--- src/rtl/regfile_wb_arbiter.sv ---
// rtl/regfile_wb_arbiter.sv - regfile write-port arbiter: priority pipeline writeback plus queued long-latency writeback (optional WB_STARVE_GUARD_EN)
module regfile_wb_arbiter #(
    parameter  int DATA_W     = 32,
    parameter  int ADDR_W     = 5,
    parameter  int DEPTH      = 4,
    parameter  int STARVE_LIM = 8,
    localparam int REG_NUM    = 2 ** ADDR_W,
    localparam int CW         = $clog2(DEPTH) + 1
) (
    input  logic              clk,
    input  logic              rst,
    input  logic              a_we,
    input  logic [ADDR_W-1:0] a_waddr,
    input  logic [DATA_W-1:0] a_wdata,
    input  logic              b_valid,
    output logic              b_ready,
    input  logic [ADDR_W-1:0] b_waddr,
    input  logic [DATA_W-1:0] b_wdata,
    output logic              we,
    output logic [ADDR_W-1:0] waddr,
    output logic [DATA_W-1:0] wdata,
    output logic [REG_NUM-1:0] pend_mask,
    output logic [CW-1:0]     fifo_cnt,
    output logic              stall_req
);

    localparam int            PW   = $clog2(DEPTH);
    localparam logic [CW-1:0] FULL = CW'(DEPTH);

    // Pointer arithmetic relies on natural wrap, so DEPTH must be a power of two.
    if (DEPTH < 2 || (DEPTH & (DEPTH - 1)) != 0 || STARVE_LIM < 1) begin : g_param_check
        $error("regfile_wb_arbiter: DEPTH must be a power of 2 >= 2 and STARVE_LIM >= 1");
    end

    logic [ADDR_W-1:0] mem_addr [DEPTH];
    logic [DATA_W-1:0] mem_data [DEPTH];
    logic [PW-1:0]     rd_ptr;
    logic [PW-1:0]     wr_ptr;
    logic [CW-1:0]     cnt;

    logic fifo_ne;
    logic a_sel;
    logic push;
    logic pop;

    // Writes to r0 are architecturally void: A to r0 is treated as idle, B to r0 is
    // handshaken but never stored.
    assign fifo_ne  = (cnt != '0);
    assign a_sel    = rst && a_we && (a_waddr != '0);
    assign b_ready  = rst && (cnt != FULL);
    assign push     = b_valid && b_ready && (b_waddr != '0);
    assign pop      = rst && !a_sel && fifo_ne;
    assign fifo_cnt = cnt;

    // Write-port mux: A first, otherwise the FIFO head (which pops on this edge).
    always_comb begin
        we    = 1'b0;
        waddr = '0;
        wdata = '0;
        if (a_sel) begin
            we    = 1'b1;
            waddr = a_waddr;
            wdata = a_wdata;
        end else if (pop) begin
            we    = 1'b1;
            waddr = mem_addr[rd_ptr];
            wdata = mem_data[rd_ptr];
        end
    end

    // FIFO pointers and occupancy; a concurrent push and pop leaves cnt unchanged.
    always_ff @(posedge clk or negedge rst) begin
        if (!rst) begin
            rd_ptr <= '0;
            wr_ptr <= '0;
            cnt    <= '0;
        end else begin
            if (push) begin
                wr_ptr <= wr_ptr + PW'(1);
            end
            if (pop) begin
                rd_ptr <= rd_ptr + PW'(1);
            end
            case ({push, pop})
                2'b10:   cnt <= cnt + CW'(1);
                2'b01:   cnt <= cnt - CW'(1);
                default: cnt <= cnt;
            endcase
        end
    end

    // FIFO storage; contents need no reset because cnt marks which slots are live.
    always_ff @(posedge clk) begin
        if (push) begin
            mem_addr[wr_ptr] <= b_waddr;
            mem_data[wr_ptr] <= b_wdata;
        end
    end

    // Pending-write mask decoded from the live slots, so duplicates hold a bit until the last drains.
    always_comb begin
        pend_mask = '0;
        for (int i = 0; i < DEPTH; i++) begin
            if (CW'(i) < cnt) begin
                pend_mask[mem_addr[rd_ptr + PW'(i)]] = 1'b1;
            end
        end
    end

`ifdef WB_STARVE_GUARD_EN
    localparam int            SW  = $clog2(STARVE_LIM + 1);
    localparam logic [SW-1:0] LIM = SW'(STARVE_LIM);

    logic [SW-1:0] starve_cnt;
    logic [SW-1:0] starve_nxt;
    logic          stall_q;

    // Count consecutive cycles the waiting head loses to A, saturating at the limit.
    always_comb begin
        starve_nxt = starve_cnt;
        if (pop || !fifo_ne) begin
            starve_nxt = '0;
        end else if (a_sel && starve_cnt != LIM) begin
            starve_nxt = starve_cnt + SW'(1);
        end
    end

    // stall_req rises with the edge that saturates the counter and falls with the head pop.
    always_ff @(posedge clk or negedge rst) begin
        if (!rst) begin
            starve_cnt <= '0;
            stall_q    <= 1'b0;
        end else begin
            starve_cnt <= starve_nxt;
            stall_q    <= (starve_nxt == LIM);
        end
    end

    assign stall_req = stall_q;
`else
    assign stall_req = 1'b0;
`endif

endmodule

--- config.mk ---
export PLATFORM = sky130hd
export DESIGN_NAME = regfile_wb_arbiter
export DESIGN_NICKNAME = d
export VERILOG_FILES = /design/src/rtl/regfile_wb_arbiter.sv
export SDC_FILE = /design/constraint.sdc
export NUM_CORES = 1
export LEC_CHECK = 0
export CAP_MARGIN = 10
export CORE_MARGIN = 4
export CORE_UTILIZATION = 52
export CTS_BUF_LIST = sky130_fd_sc_hd__clkbuf_16
export CTS_CLUSTER_SIZE = 28
export DETAILED_ROUTE_END_ITERATION = 8
export GPL_TIMING_DRIVEN = 0
export PLACE_DENSITY_LB_ADDON = 0.05
export SETUP_SLACK_MARGIN = 0.2
export SLEW_MARGIN = 20
export SYNTH_ARGS = -nofsm -noshare
export SYNTH_HDL_FRONTEND = slang
export SYNTH_SLANG_ARGS = --single-unit
--- constraint.sdc ---
create_clock -name clk -period 3 [get_ports clk]
set_input_delay 0.45 -clock clk [delete_from_list [all_inputs] [get_ports clk]]
set_output_delay 0.45 -clock clk [all_outputs]
set_load 0.02 [all_outputs]
==> impl_metrics.env <==
export IMPL_status="finished, violations left"
export IMPL_violations="setup timing"
export IMPL_die_w_um=129
export IMPL_final_hold_viol_count=0
export IMPL_root_buffer="clkbuf_16"
export IMPL_place_ws_ns=-1.37
export IMPL_r2r_end="mem_addr[0][4]$_DFFE_PP_"
export IMPL_whs_ns=0.135
export IMPL_cp_start_kind="flop"
export IMPL_cts_buffers=17
export IMPL_cp_required_ns=2.55
export IMPL_synth_seq_cells=155
export IMPL_ys_flop_type="edfxtp_1"
export IMPL_routed_wl_um=21500
export IMPL_critPathMaxFanout=8
export IMPL_worstReg2RegStart="fifo_cnt[2]$_DFFE_PN0P_"
export IMPL_rsz0062_at_grt="yes"
export IMPL_synth_most_common_cell="edfxtp_1"
export IMPL_drv_slew=0
export IMPL_clk_path_buf_depth=2
export IMPL_drc=0
export IMPL_syn_area_um2=7610
export IMPL_period_needed_ns=3.12
export IMPL_ir_worst_vdd_mv=0.651
export IMPL_async_flop_share=0.0452
export IMPL_pwr_share_comb=0.570
export IMPL_die_h_um=129
export IMPL_diodes=0
export IMPL_skew_ns=0.00859
export IMPL_setup_slack_ns=-0.118
export IMPL_dp_hpwl_um=12900
export IMPL_p_clk_frac=0.187
export IMPL_p_sw_w=0.00414
export IMPL_endpoint_kind="output pin"
export IMPL_dr_pass1_iters=5
export IMPL_grt_usage=0.255
export IMPL_r2r_slack_ns=0.35
export IMPL_fillers=787
export IMPL_slowest_stage="mux4_2"
export IMPL_viasPerCell=6.29
export IMPL_clkTransAtPathRegs_ns=0.06
export IMPL_h_tree_depth=4
export IMPL_seq_power_share=0.243
export IMPL_grt_max_degree=38
export IMPL_grt_overflow_total=0
export IMPL_synth_area_per_cell_um2=16.9
export IMPL_synth_edf_count=148
export IMPL_timing_fmax_mhz=321
export IMPL_wire_per_inst_um=24.4
export IMPL_period_share=1.04
export IMPL_powerDensity_nw_per_um2=1010
export IMPL_cp_num_buf_inv=4
export IMPL_yosys_warnings=0
export IMPL_yosys_top_cells_area="edfxtp_1 58%, mux4_2 15%, a22o_1 4.1%, a221o_1 3.8%, dfrtp_1 2.3%"
export IMPL_ant_nets=0
export IMPL_yosysTopAreaCellShare=0.584
export IMPL_syn_to_final_growth_pct=48.1
export IMPL_synthCells=451
export IMPL_placement_io_buffers=151
export IMPL_path_depth=8
export IMPL_min_path_type="in -> async"
export IMPL_nets=774
export IMPL_cp_top_family="buffers and inverters"
export IMPL_ys_seq_area_frac=0.607
export IMPL_fin_tns_setup_ns=-2.43
export IMPL_num_rows=43
export IMPL_grt_pass1_vias=5713
export IMPL_clk_latency_ns=0.42
export IMPL_cts_sinks=155
export IMPL_synth_common_cells="148 x edfxtp_1, 50 x mux4_2, 36 x a22o_1"
export IMPL_syn_num_nets=537
export IMPL_grt_pass1_wl_um=32000
export IMPL_dieArea_um2=16600
export IMPL_drive_gt1_frac=0.457
export IMPL_drtIter0Drc=360
export IMPL_tightest_slew_ns=0.598
export IMPL_cts_tree="built"
export IMPL_r2r_cells=5
export IMPL_pin_count=153
export IMPL_postCtsHoldBufs=0
export IMPL_num_vias=5539
export IMPL_initial_core_util=0.540
export IMPL_slew_headroom=0.600
export IMPL_arrival_ns=2.67
export IMPL_gp_congestion=0.880
export IMPL_critical_path_max_stage_delay_ns=0.59
export IMPL_internal_power_w=0.00721
export IMPL_switching_share=0.365
export IMPL_crit_path_frequent_cell="buf_6"
export IMPL_synth_cell_types=49
export IMPL_p_leak_nw=4.04
export IMPL_max_cap_violations=0
export IMPL_antenna_found_initial=0
export IMPL_setup_violations_final=34
export IMPL_core_area_um2=14100
export IMPL_crit_chain="buf_8 -> buf_12 -> mux4_2 -> buf_6 -> nand3b_1 -> o22ai_1 -> a221o_1 -> buf_6"
export IMPL_criticalPathCategory="reg -> out"
export IMPL_yosys_area_top_type="edfxtp_1"
==> state kept, by name (all words and copies together) (netlist names) <==
name and cells:
mem_addr 20, fifo_cnt 3, wr_ptr 2, rd_ptr 2, mem_data 128
==> power groups by stage <==
stage | Combinational (W) | Clock, W | Sequential (W)
after floorplan | 0.00299 | 0 | 0.00279
after global placement | 0.00442 | 0 | 0.00279
after detailed placement | 0.00448 | 0 | 0.00281
after CTS | 0.00591 | 0.00213 | 0.00274
after global routing | 0.00680 | 0.00224 | 0.00278
final | 0.00647 | 0.00212 | 0.00276
==> worst reg2reg max path, stage by stage (launching register included) <==
cell and delay [ns]:
dfrtp_1 0.45, buf_1 0.30, a21boi_0 0.34, nand2_1 0.17, a21oi_2 0.38, and2_4 0.62
==> routing by layer <==
layer	wire length, µm	vias to the layer above	part of all wire	track usage
li1	-	2422	-	-
met3	1550	29	0.072	0.0631
met4	318	0	0.015	0.0636
met2	11100	249	0.52	0.441
met5	0	-	0	0
met1	8520	2839	0.40	0.326
==> cells by family (layout without fill, tap and decap cells) <==
logic type               Yosys count  after routing  synth area share
AO/OA/AOI/OAI                    107            107             0.116
XOR/XNOR                           6              6           0.00691
adder cells (fa/ha/maj)            8              8            0.0132
buffers and inverters             37            284            0.0250
flip-flops                       155            155             0.607
multiplexers                      54             54             0.158
other                              1              1          0.000493
AND/OR/NAND/NOR                   83             85            0.0738
==> worst max-delay path by stage <==
stage | startpoint | end | slack, ns
2_1_floorplan | fifo_cnt[0]$_DFFE_PN0P_ | mem_addr[0][0]$_DFFE_PP_ | 0.15
3_3_place_gp | rst | wdata[18] | -1.26
3_5_place_dp | rst | wdata[23] | -1.37
4_1_cts | rd_ptr[0]$_DFFE_PN0P_ | pend_mask[19] | -0.09
5_1_grt | rd_ptr[0]$_DFFE_PN0P_ | pend_mask[22] | -0.21
6_report | rd_ptr[0]$_DFFE_PN0P_ | pend_mask[23] | -0.12
==> timing repair <==
| item | 4_1_cts | 5_1_grt |
|---|---|---|
| endpoints found under the setup margin | 218 | 217 |
| gates cloned | 4 | 3 |
| pin swaps | 42 | 29 |
| gates resized for setup | 482 | 78 |
| setup buffers | 50 | 10 |
==> cell usage in the layout (no fill, tap or decap), drive strengths merged, types with 4 or more instances in the layout <==
cell type,Yosys,final
clkbuf,15,37
ha,8,8
mux4,52,52
nor2b,9,9
or3b,5,5
nand2b,6,6
nand2,6,6
a221o,29,29
xnor2,4,4
nor3b,5,5
dfrtp,7,7
inv,7,14
nor3,6,6
buf,15,143
edfxtp,148,148
nand3b,10,10
nor2,12,12
a22o,36,36
and2,7,9
clkdlybuf4s50,0,81
o22ai,28,28
nand3,7,7
==> through the flow <==
| stage | utilization | total power, W | std cells | area, µm² |
|---|---|---|---|---|
| after CTS | 0.776 | 0.0108 | 867 | 10900 |
| final | 0.799 | 0.0113 | 880 | 11300 |
| after global placement | 0.663 | 0.00721 | 782 | 9350 |
| after global routing | 0.799 | 0.0118 | 880 | 11300 |
| after detailed placement | 0.663 | 0.00729 | 782 | 9350 |
| after floorplan | - | 0.00579 | 451 | 7610 |
==> cell type report <==
| cell class | instances | area, µm² | share of cell area |
|---|---|---|---|
| well taps | 180 | 225 | 0.0200 |
| multi-input cells | 261 | 3180 | 0.282 |
| clock buffers | 17 | 425 | 0.0378 |
| flip-flops and latches | 155 | 4620 | 0.410 |
| inverters | 7 | 26.3 | 0.00233 |
| plain buffers | 30 | 354 | 0.0314 |
| clock inverters | 14 | 156 | 0.0139 |
| repair buffers | 216 | 2280 | 0.202 |
(Power assumes the default switching activity.)
